### src/rtl/ahb_arbiter_rr_pkg.sv
// Shared AHB bus encodings and beat-count helper for the round-robin arbiter.
// HTRANS/HBURST/HRESP values are defined here once and imported everywhere else.
package ahb_arbiter_rr_pkg;

   typedef enum logic [1:0] {
      HTRANS_IDLE   = 2'b00,
      HTRANS_BUSY   = 2'b01,
      HTRANS_NONSEQ = 2'b10,
      HTRANS_SEQ    = 2'b11
   } htrans_e;

   typedef enum logic [2:0] {
      HBURST_SINGLE = 3'b000,
      HBURST_INCR   = 3'b001,
      HBURST_WRAP4  = 3'b010,
      HBURST_INCR4  = 3'b011,
      HBURST_WRAP8  = 3'b100,
      HBURST_INCR8  = 3'b101,
      HBURST_WRAP16 = 3'b110,
      HBURST_INCR16 = 3'b111
   } hburst_e;

   typedef enum logic [1:0] {
      HRESP_OKAY  = 2'b00,
      HRESP_ERROR = 2'b01,
      HRESP_RETRY = 2'b10,
      HRESP_SPLIT = 2'b11
   } hresp_e;

   localparam int CNT_W = 4;

   // Beats still to come after the NONSEQ beat of a burst of the given type.
   function automatic logic [CNT_W-1:0] burst_remaining(input logic [2:0] hburst,
                                                        input int       incr_max_beats);
      case (hburst)
         HBURST_SINGLE:                 return CNT_W'(0);
         HBURST_INCR:                   return CNT_W'(incr_max_beats - 1);
         HBURST_WRAP4,  HBURST_INCR4:   return CNT_W'(3);
         HBURST_WRAP8,  HBURST_INCR8:   return CNT_W'(7);
         default:                       return CNT_W'(15);
      endcase
   endfunction

endpackage

### src/rtl/ahb_rr_pick.sv
// Combinational round-robin picker: first requester found cyclically after ptr.
// valid is low when nobody requests; idx is then meaningless.
module ahb_rr_pick
   import ahb_arbiter_rr_pkg::*;
#(
   parameter int N_MASTER = 4,
   parameter int W_MASTER = 2
) (
   input  logic [N_MASTER-1:0] req,
   input  logic [W_MASTER-1:0] ptr,
   output logic [W_MASTER-1:0] idx,
   output logic                valid
);

   int cand;

   always_comb begin
      // NOTE: every output gets a default before the loop so no path leaves it unassigned (no latch).
      idx   = '0;
      valid = 1'b0;
      cand  = 0;
      // Walk from the farthest offset down so the nearest requester is written last and wins.
      for (int off = N_MASTER; off >= 1; off--) begin
         cand = int'(ptr) + off;
         if (cand >= N_MASTER) cand = cand - N_MASTER;
         if (cand < N_MASTER && req[cand]) begin
            idx   = W_MASTER'(cand);
            valid = 1'b1;
         end
      end
   end

endmodule

### src/rtl/ahb_arbiter_rr.sv
// AHB round-robin bus arbiter with burst-aware handover, locked tenures and an
// INCR tenure limit. All outputs are registered and move only on accepted beats.
module ahb_arbiter_rr
   import ahb_arbiter_rr_pkg::*;
#(
   parameter int N_MASTER       = 4,
   parameter int W_MASTER       = 2,
   parameter int DEF_MASTER     = 0,
   parameter int INCR_MAX_BEATS = 16
) (
   input  logic                HCLK,
   input  logic                HRESETn,
   input  logic [N_MASTER-1:0] HBUSREQ,
   input  logic [N_MASTER-1:0] HLOCK,
   input  logic [1:0]          HTRANS,
   input  logic [2:0]          HBURST,
   input  logic                HREADY,
   output logic [N_MASTER-1:0] HGRANT,
   output logic [W_MASTER-1:0] HMASTER,
   output logic                HMASTLOCK
);

   localparam logic [W_MASTER-1:0] DEF_IDX   = W_MASTER'(DEF_MASTER);
   localparam logic [N_MASTER-1:0] DEF_GRANT = N_MASTER'(1) << DEF_MASTER;

   logic [CNT_W-1:0]    cnt;
   logic [CNT_W-1:0]    cnt_next;
   logic [W_MASTER-1:0] rr_ptr;
   logic [W_MASTER-1:0] gnt_idx;
   logic [W_MASTER-1:0] pick_idx;
   logic                pick_valid;
   logic                winner_from_req;
   logic [W_MASTER-1:0] winner;
   logic                arb_point;

   ahb_rr_pick #(
      .N_MASTER (N_MASTER),
      .W_MASTER (W_MASTER)
   ) u_pick (
      .req   (HBUSREQ),
      .ptr   (rr_ptr),
      .idx   (pick_idx),
      .valid (pick_valid)
   );

   // An out-of-range pick can only come from a bad pointer; park on the default master.
   assign winner_from_req = pick_valid && (int'(pick_idx) < N_MASTER);
   assign winner          = winner_from_req ? pick_idx : DEF_IDX;

   always_comb begin
      arb_point = 1'b0;
      cnt_next  = cnt;
      case (HTRANS)
         HTRANS_IDLE: begin
            arb_point = 1'b1;
            cnt_next  = '0;
         end
         HTRANS_NONSEQ: begin
            arb_point = (HBURST == HBURST_SINGLE);
            cnt_next  = burst_remaining(HBURST, INCR_MAX_BEATS);
         end
         HTRANS_SEQ: begin
            // Penultimate beat, or an undefined-length burst the owner is abandoning.
            arb_point = (cnt == CNT_W'(2)) ||
                        ((cnt <= CNT_W'(1)) && !HBUSREQ[gnt_idx]);
            cnt_next  = (cnt == '0) ? '0 : cnt - CNT_W'(1);
         end
         default: ; // BUSY: hold the count, never arbitrate
      endcase
   end

   always_ff @(posedge HCLK or negedge HRESETn) begin
      if (!HRESETn) begin
         cnt       <= '0;
         rr_ptr    <= DEF_IDX;
         gnt_idx   <= DEF_IDX;
         HGRANT    <= DEF_GRANT;
         HMASTER   <= DEF_IDX;
         HMASTLOCK <= 1'b0;
      end else if (HREADY) begin
         // NOTE: non-blocking assignments so every register samples pre-edge values of the others.
         cnt       <= cnt_next;
         HMASTER   <= gnt_idx;
         HMASTLOCK <= HLOCK[gnt_idx];
         if (arb_point && !HLOCK[gnt_idx]) begin
            gnt_idx <= winner;
            HGRANT  <= N_MASTER'(1) << winner;
            if (winner_from_req) rr_ptr <= winner;
         end
      end
   end

endmodule
### config.mk
export PLATFORM = sky130hd
export DESIGN_NAME = ahb_arbiter_rr
export DESIGN_NICKNAME = d
export VERILOG_FILES = /design/src/rtl/ahb_arbiter_rr_pkg.sv /design/src/rtl/ahb_rr_pick.sv /design/src/rtl/ahb_arbiter_rr.sv
export SDC_FILE = /design/constraint.sdc
export NUM_CORES = 1
export LEC_CHECK = 0
export CAP_MARGIN = 40
export CORE_MARGIN = 3
export CORE_UTILIZATION = 35
export CTS_BUF_LIST = sky130_fd_sc_hd__clkbuf_8
export DETAILED_ROUTE_END_ITERATION = 8
export SLEW_MARGIN = 5
export SYNTH_ARGS = -nofsm -noshare
export SYNTH_HDL_FRONTEND = slang
export SYNTH_SLANG_ARGS = --single-unit
export TNS_END_PERCENT = 30
### constraint.sdc
create_clock -name HCLK -period 4.7 [get_ports HCLK]
set_input_delay 0.47 -clock HCLK [delete_from_list [all_inputs] [get_ports HCLK]]
set_output_delay 0.47 -clock HCLK [all_outputs]
set_load 0.02 [all_outputs]
## Yosys cells after proc, flatten, opt, wreduce, memory -nomap -nowiden

Cells that the tools add are included.

| cells by class | value |
|---|---|
| add/subtract/negate cells | 9 |
| magnitude comparators | 14 |
| eq/ne operators | 7 |
| shift operators | 1 |
| mux-type cells | 33 |
| reduce and logical (&&, ||, !) cells | 18 |

Operators by type and width:

| operator | number |
|---|---|
| 32-bit by 4-bit less-than comparator with 1-bit output, second input constant | 8 |
| 32-bit by 4-bit >= comparator with 1-bit output, second input constant | 4 |
| 32-bit 2-to-1 mux | 4 |
| 32-bit by 4-bit subtractor with 32-bit output, second input constant | 4 |
| 4-bit case mux with 3 select lines | 2 |
| 1-bit 2-to-1 mux | 14 |
| 1-bit binary-select mux with 2-bit select | 6 |
| 2-bit 2-to-1 mux | 5 |
| 2-bit by 2-bit adder with 3-bit output, second input constant | 2 |
| 3-bit by 2-bit equality test with 1-bit output, second input constant | 2 |
| 3-bit equality test, second input constant | 2 |
| 1-bit logical AND | 6 |
| 2-bit by 3-bit adder with 4-bit output, second input constant | 1 |
| 2-bit equality test, second input constant | 2 |
| 4-bit by 2-bit equality test with 1-bit output, second input constant | 1 |
| 4-bit by 1-bit less-or-equal comparator with 1-bit output, second input constant | 1 |
| 4-bit logical NOT | 1 |
| 4-bit 2-to-1 mux | 1 |
| 2-bit AND reduction | 2 |
| 2-bit OR reduction | 2 |
| 1-bit by 2-bit left shift with 4-bit output, first input constant | 1 |
| 4-bit by 1-bit subtractor with 4-bit output, second input constant | 1 |
| 2-bit by 1-bit adder with 3-bit output, second input constant | 1 |
| 3-bit logical NOT | 1 |
| 7 further kinds | 8 |

| word-level totals | value |
|---|---|
| flip-flop bits (word level) | 15 |
| input port bits | 16 |
| output and inout bits | 7 |

## Depth between registers and ports, before layout

Gate-level depths: netlist of run 1.

| depth | value |
|---|---|
| depth in word-level cells | 13 |
| mapped depth | 9 |

## Modules after synthesis

From an unflattened synthesis of run 1, not the netlist that was laid out.

| second synthesis, totals | value |
|---|---|
| cell total of the unflattened synthesis | 103 |
| area, all modules | 1066.0 um^2 |

By module, submodules not included:

| module | times used | cells each | area an instance (um^2) |
|---|---|---|---|
| ahb_arbiter_rr | 1 | 72 | 817.0 |
| ahb_rr_pick | 1 | 31 | 249.0 |

## Least setup slack after synthesis of run 1

Ideal clock, no wire load.

| timing | value |
|---|---|
| path type | register -> register |
| from | register rr_ptr[1] |
| to | register HGRANT[3] |
| setup time | 0.140 ns |
| arrival time | 2.136 ns |
| required time | 4.560 ns |
| setup slack | 2.424 ns |
| stages on the path, launching flop included | 10 |
| path through | dfrtp_1 > clkbuf_1 > inv_1 > ha_1 > clkbuf_1 > mux2_2 > nand2_1 > a31oi_1 > a21oi_1 > o21ai_0 |

| between the ends | value |
|---|---|
| longest elaborated chain between the ends | 13 |
| elaborated cells between the ends (all ways) | 46 |
| those cells by class | 8 x add/sub; 8 x order compare; 1 x shift; 25 x mux; 4 x reduce/logical |

Ends and longest elaborated chain:

| element | RTL line | RTL |
|---|---|---|
| from (decl) | ahb_arbiter_rr.sv:28 | `logic [W_MASTER-1:0] rr_ptr;` |
| from (signal assigned) | ahb_arbiter_rr.sv:88 | `if (winner_from_req) rr_ptr <= winner;` |
| parallel branches: the longest is 11 deep, another holds 32-bit by 4-bit subtractor with 32-bit output | -- |  |
| 2-bit 2-to-1 mux * | ahb_arbiter_rr.sv:48 | `assign winner = winner_from_req ? pick_idx : DEF_IDX;` |
| 1-bit by 2-bit left shift with 4-bit output * | ahb_arbiter_rr.sv:87 | `HGRANT <= N_MASTER'(1) << winner;` |
| to (signal assigned) | ahb_arbiter_rr.sv:87 |  |
| to (decl) | ahb_arbiter_rr.sv:18 | `output logic [N_MASTER-1:0] HGRANT,` |

Every way passes the cells marked *. The select of a mux whose other input is x is not followed.
A chain may end at the register's enable or synchronous reset.

## Worst setup path in the final report of run 1

| timing | value |
|---|---|
| from | register rr_ptr[0] |
| to | register HGRANT[3] |

The elaborated chain is that of the path after synthesis.

==> results of run 1 <==
## final cells by class
class,instances,share of cell area (%)
Multi-Input combinational cell,84,44.5
Clock buffer,3,3.23
Clock inverter,1,0.294
Sequential cell,15,29.5
Timing Repair Buffer,22,17.2
Inverter,8,2.35
Tap cell,30,2.94
## sequential cells by signal (all words and copies together) (netlist names)
signal,count
gnt_idx,2
HMASTER,2
rr_ptr,2
HGRANT,4
HMASTLOCK,1
cnt,4
## path summary, 6_finish.rpt
path | startpoint | end | slack [ps] | cells past startpoint
setup reg to reg | rr_ptr[0] | HGRANT[3] | 2300 | 7
hold / removal | HGRANT[3] | HGRANT[3] | 500 | 2
max in group asynchronous | HRESETn | rr_ptr[0] | 3650 | 1
setup / recovery | rr_ptr[0] | HGRANT[3] | 2300 | 7
min in group asynchronous | HRESETn | HMASTER[0] | 620 | 1
hold reg to reg | HGRANT[3] | HGRANT[3] | 500 | 2
## cells in the final DEF, fill, tap and decap left out, drive strengths merged, types with 3 or more instances in the layout
master,synthesis,routed
nand2b,4,4
a31oi,3,3
nor2,11,11
o21ai,8,8
mux2,6,6
nor2b,3,3
dfrtp,14,14
mux2i,3,3
inv,8,9
clkbuf,5,3
a21oi,5,5
clkdlybuf4s50,0,22
nand2,11,11
## cell families (layout without fill, tap and decap cells)
kind of cell | Yosys count | in the layout | share of synthesized area [%]
flops | 15 | 15 | 37.4
fa+ha+maj | 2 | 2 | 2.49
buf+inv | 14 | 34 | 5.97
compound gates | 36 | 36 | 25.0
mux | 10 | 10 | 11.9
simple gates | 36 | 36 | 17.2
## power by group
group          internal [mW]  switching [mW]
clock network         0.0578          0.0447
registers              0.181          0.0545
logic                  0.182           0.185
## metal layers
layer  part of all wire, %  track usage [%]  vias up
li1                      -                -      453
met1                    49             21.3      432
met2                    43             21.4       32
met3                   6.8             3.05        5
met4                   1.7             6.65        0
met5                     0                0        -
## worst reg2reg max path, delay by kind of cell (launching register included)
family / cells / cell delay (ps)
compound gates: 3 / 690
flops: 1 / 510
fa+ha+maj: 1 / 480
mux: 1 / 370
buf+inv: 1 / 120
simple gates: 1 / 80
==> flow_summary_export.csv, run 1 <==
group,metric,value,unit
outcome,status,"completed",
clock_network,clock-root-buffer,"clkbuf_8",
synthesis,yosysMostFrequentCell,"dfrtp_1",
detailed_routing,drt-initial-drc-count,20,
setup_path,slowest_stage,"dfrtp_1",
layout,finish.net_count,152,
power_and_ir_drop,cellLeakagePower,0.544,nW
detailed_routing,wirelength,2280,um
clock_network,cts_buffers,3,
place,numPortBuffers,22,
place,post-place-ws,2080,ps
sta,slew_viol_final,0,
sta,hold_slack,498,ps
synthesis,synth_warnings,0,
setup_path,path_cells,"inv_1 > ha_1 > mux2_2 > nand2_1 > a31oi_1 > a21oi_1 > o21ai_0",
floorplan,fp.dieW,59.6,um
floorplan,ios,23,
synthesis,syn_area_per_cell,8.90,sq um
sta,clock-skew-final,6.37,ps
place,dp.cells,159,
power_and_ir_drop,p_total,705,uW
synthesis,yosys-top-cells-area,"dfrtp_1 35%, mux2_2 6.7%, nand2_1 4.1%",
clock_network,hold_buffers,0,
detailed_routing,first_pass_iters,4,
synthesis,ys_ff_latch,15,
sta,tns,0,ps
sta,setup_viol_count_final,0,
global_route,grt_max_degree,16,
flow_run,max-cap-violations,0,
setup_path,critical_path_arrival,2500,ps
global_route,antenna_found_initial,0,
place,gp_congestion,0.834,
layout,fillers,270,
clock_network,cts_setup_buffers,0,
sta,fin_ws,2300,ps
global_route,track_usage,14.9,%
layout,drive_gt1_share,10.5,%
synthesis,synth_top_area_share,34.8,%
detailed_routing,post_drt_wl_per_cell,14.0,um
global_route,overflow,0,
hold_path,hp-class,"reg2reg",
clock_network,cts_tree,"done",
setup_path,max_stage_delay,510,ps
detailed_routing,routed_via_density,5.66,
sta,max_freq,0.416,GHz
sta,min_period,2400,ps
synthesis,syn_inst,113,
setup_path,worstPathMaxFanout,10,
power_and_ir_drop,max-vdd-ir-drop,0.362,mV
sta,tightest_slew,660,ps
sta,finalCritPeriodShare,51.2,%
synthesis,synth_seq_area_share,37.4,%
setup_path,crit_type,"reg2reg",
place,post_dp_cell_area,0.00123,sq mm
clock_network,clk_latency,250,ps
synthesis,synth.top_cells.by_count,"14 x dfrtp_1, 11 x nand2_1, 11 x nor2_1",
floorplan,start_util,38.5,%
synthesis,synth.cell_area,0.00101,sq mm
synthesis,synth_cell_types,35,
clock_network,max-clock-path-buffers,2,
global_route,grt_pass1_vias,915,
detailed_routing,ant_nets,0,
setup_path,crit_family,"compound AO/OA/AOI/OAI gates",
floorplan,rows,18,
place,hpwl,1680,um
layout,area_delta_synth_final,27.1,%
floorplan,die_h,59.6,um
detailed_routing,drc_errors,0,
clock_network,clkTransAtPathRegs,60,ps
setup_path,end_kind,"flop",
sta,slew_headroom,55.9,%
detailed_routing,vias,922,
power_and_ir_drop,powerDensity,551,mW/mm^2
synthesis,syn_nets,131,
clock_network,cts-resized-gates,0,
setup_path,critPathLaunchType,"flop",
sta,hold_viol,0,
layout,fin_area,0.00128,sq mm
layout,post-route-util,48.9,%
sta,grt_setup_unrepaired,"no",
setup_path,worst-path-buf-inv,1,
layout,multi_input_area,569,sq um
synthesis,synth_edf_count,0,
layout,diodes,0,
synthesis,async_flop_share,100,%
synthesis,synth_ff_type,"dfrtp_1",
setup_path,required,4800,ps
synthesis,synth_area_leader_cell,"dfrtp_1",
layout,final_cell_count_no_fill,163,
clock_network,clock-sinks,15,
layout,register_area,377,sq um
floorplan,core,0.00261,sq mm
global_route,grt_pass1_wl,4010,um
clock_network,h-tree-depth,1,
floorplan,dieArea,0.00355,sq mm
(Power assumes the default switching activity.)
==> run 2, diff against run 1 <==
==> constraint.sdc (replaced) <==
create_clock -name HCLK -period 2.2 [get_ports HCLK]
set_input_delay 0.22 -clock HCLK [delete_from_list [all_inputs] [get_ports HCLK]]
set_output_delay 0.22 -clock HCLK [all_outputs]
set_load 0.02 [all_outputs]
==> run 2 against run 1 <==
Against the previous run:
- combinational power grew 150%
- sequential share of layout area shrank 2.1 points
- global-route usage shrank 0.20 points
- non-clock buffer count grew 12
- via count grew 3.9%
- worst hold slack lost 110 ps
- maximum frequency grew 16%
- highest routed layer unchanged
==> flow_summary_export.csv, run 2 (same netlist as run 1, synthesis figures left out) <==
group,metric,value,unit
outcome,status,"completed",
layout,mostFrequentLayoutCells,"22 x clkdlybuf4s50_1, 14 x dfrtp_1, 12 x buf_4, 11 x nor2_1, 11 x nand2_1",
floorplan,core,0.00261,sq mm
layout,diodes,0,
setup_path,critPathLaunchType,"flop",
layout,final_common_cell,"clkdlybuf4s50_1",
power_and_ir_drop,cellLeakagePower,0.599,nW
sta,tns,0,ps
power_and_ir_drop,p_total,1.59,mW
sta,slew_headroom,54.0,%
setup_path,r2r_cells,5,
layout,finish.net_count,164,
detailed_routing,vias,958,
place,dp.cells,171,
sta,tightest_slew,689,ps
global_route,track_usage,14.7,%
global_route,grt_max_degree,16,
setup_path,required,2340,ps
setup_path,worstPathMaxFanout,10,
sta,setup_viol_count_final,0,
clock_network,max-clock-path-buffers,2,
layout,area_delta_synth_final,36.8,%
global_route,antenna_found_initial,0,
place,hpwl,1780,um
clock_network,clock-root-buffer,"clkbuf_8",
sta,clock-skew-final,2.08,ps
clock_network,cts_setup_buffers,0,
flow_run,max-cap-violations,0,
floorplan,die_h,59.6,um
clock_network,cts_tree,"done",
layout,top_regs,"HGRANT (4), cnt (4)",
detailed_routing,drc_errors,0,
power_and_ir_drop,max-vdd-ir-drop,0.950,mV
sta,finalCritPeriodShare,94.3,%
hold_path,hp-class,"in2async",
clock_network,cts-resized-gates,0,
detailed_routing,ant_nets,0,
floorplan,start_util,38.5,%
floorplan,fp.dieW,59.6,um
layout,post-route-util,52.7,%
setup_path,critical_path_arrival,2220,ps
setup_path,rr_startpoint,"gnt_idx[0]",
detailed_routing,post_drt_wl_per_cell,13.1,um
clock_network,h-tree-depth,1,
detailed_routing,wirelength,2300,um
global_route,grt_pass1_vias,869,
floorplan,ios,23,
sta,min_period,2080,ps
sta,slew_viol_final,0,
layout,final_cell_count_no_fill,175,
global_route,grt_pass1_wl,3990,um
setup_path,reg2reg_to,"rr_ptr[0]",
detailed_routing,drt-initial-drc-count,17,
place,gp_congestion,0.780,
setup_path,rrSetupSlack,120,ps
power_and_ir_drop,powerDensity,1160,mW/mm^2
layout,drive_gt1_share,20.0,%
place,numPortBuffers,22,
sta,max_freq,0.482,GHz
floorplan,dieArea,0.00355,sq mm
sta,hold_viol,0,
detailed_routing,first_pass_iters,4,
sta,grt_setup_unrepaired,"no",
clock_network,clkTransAtPathRegs,60,ps
global_route,overflow,0,
clock_network,clk_latency,250,ps
clock_network,cts_buffers,3,
clock_network,clock-sinks,15,
setup_path,crit_type,"reg2reg",
clock_network,hold_buffers,0,
setup_path,end_kind,"flop",
detailed_routing,routed_via_density,5.47,
floorplan,rows,18,
run 2: cell types whose count changed in the layout (fill, tap and decap cells not counted), sizes merged:
cell and delta:
buf +12, clkinv +1, inv -1
run 2: report_power, final:
| group | internal [mW] | total (mW) | leakage, nW | switching [mW] |
|---|---|---|---|---|
| sequential | 0.387 | 0.464 | 0.184 | 0.0768 |
| clock | 0.125 | 0.227 | 0.0255 | 0.101 |
| combinational | 0.446 | 0.900 | 0.389 | 0.454 |
run 2: area by class of cell:
type,count,area [sq um]
fill,244,1240
multi-input combinational,84,576
sequential,15,377
timing repair buffer,34,310
clock buffer,3,41.3
tap,30,37.5
inverter,8,30.0
clock inverter,1,5.00
run 2: worst max-delay path, stage by stage, from the launching register on:
cell,delay (ps)
dfrtp_1,380
mux4_2,520
a41o_1,220
or4_4,490
a21o_1,200
a21o_1,170
run 2: how the worst max path moves through the flow:
stage | startpoint | depth (start not counted) | to | slack, ps
after floorplan | rr_ptr[1] | 9 | HGRANT[1] | -20
after global placement | HLOCK[0] | 6 | rr_ptr[0] | -110
after detailed placement | HLOCK[0] | 6 | rr_ptr[0] | -160
after CTS | gnt_idx[0] | 5 | rr_ptr[0] | 50
after global routing | rr_ptr[0] | 7 | HGRANT[1] | 40
final | gnt_idx[0] | 5 | rr_ptr[0] | 120
run 2: layer usage:
| layer | GRT usage (%) | vias up | routed length [um] |
|---|---|---|---|
| li1 | - | 475 | - |
| met4 | 3.80 | 0 | 29 |
| met5 | 0 | - | 0 |
| met1 | 21.0 | 448 | 1140 |
| met2 | 21.5 | 28 | 1000 |
| met3 | 4.36 | 7 | 130 |
run 2: metrics by stage:
stage | instance area, sq um | hold slack (ps) | worst slack (ps)
2_1_floorplan | 1010 | -75.6 | -22.7
3_3_place_gp | 1330 | 481 | -107
3_5_place_dp | 1330 | 480 | -159
4_1_cts | 1370 | 403 | 52.1
5_1_grt | 1380 | 436 | 44.0
6_report | 1380 | 387 | 124
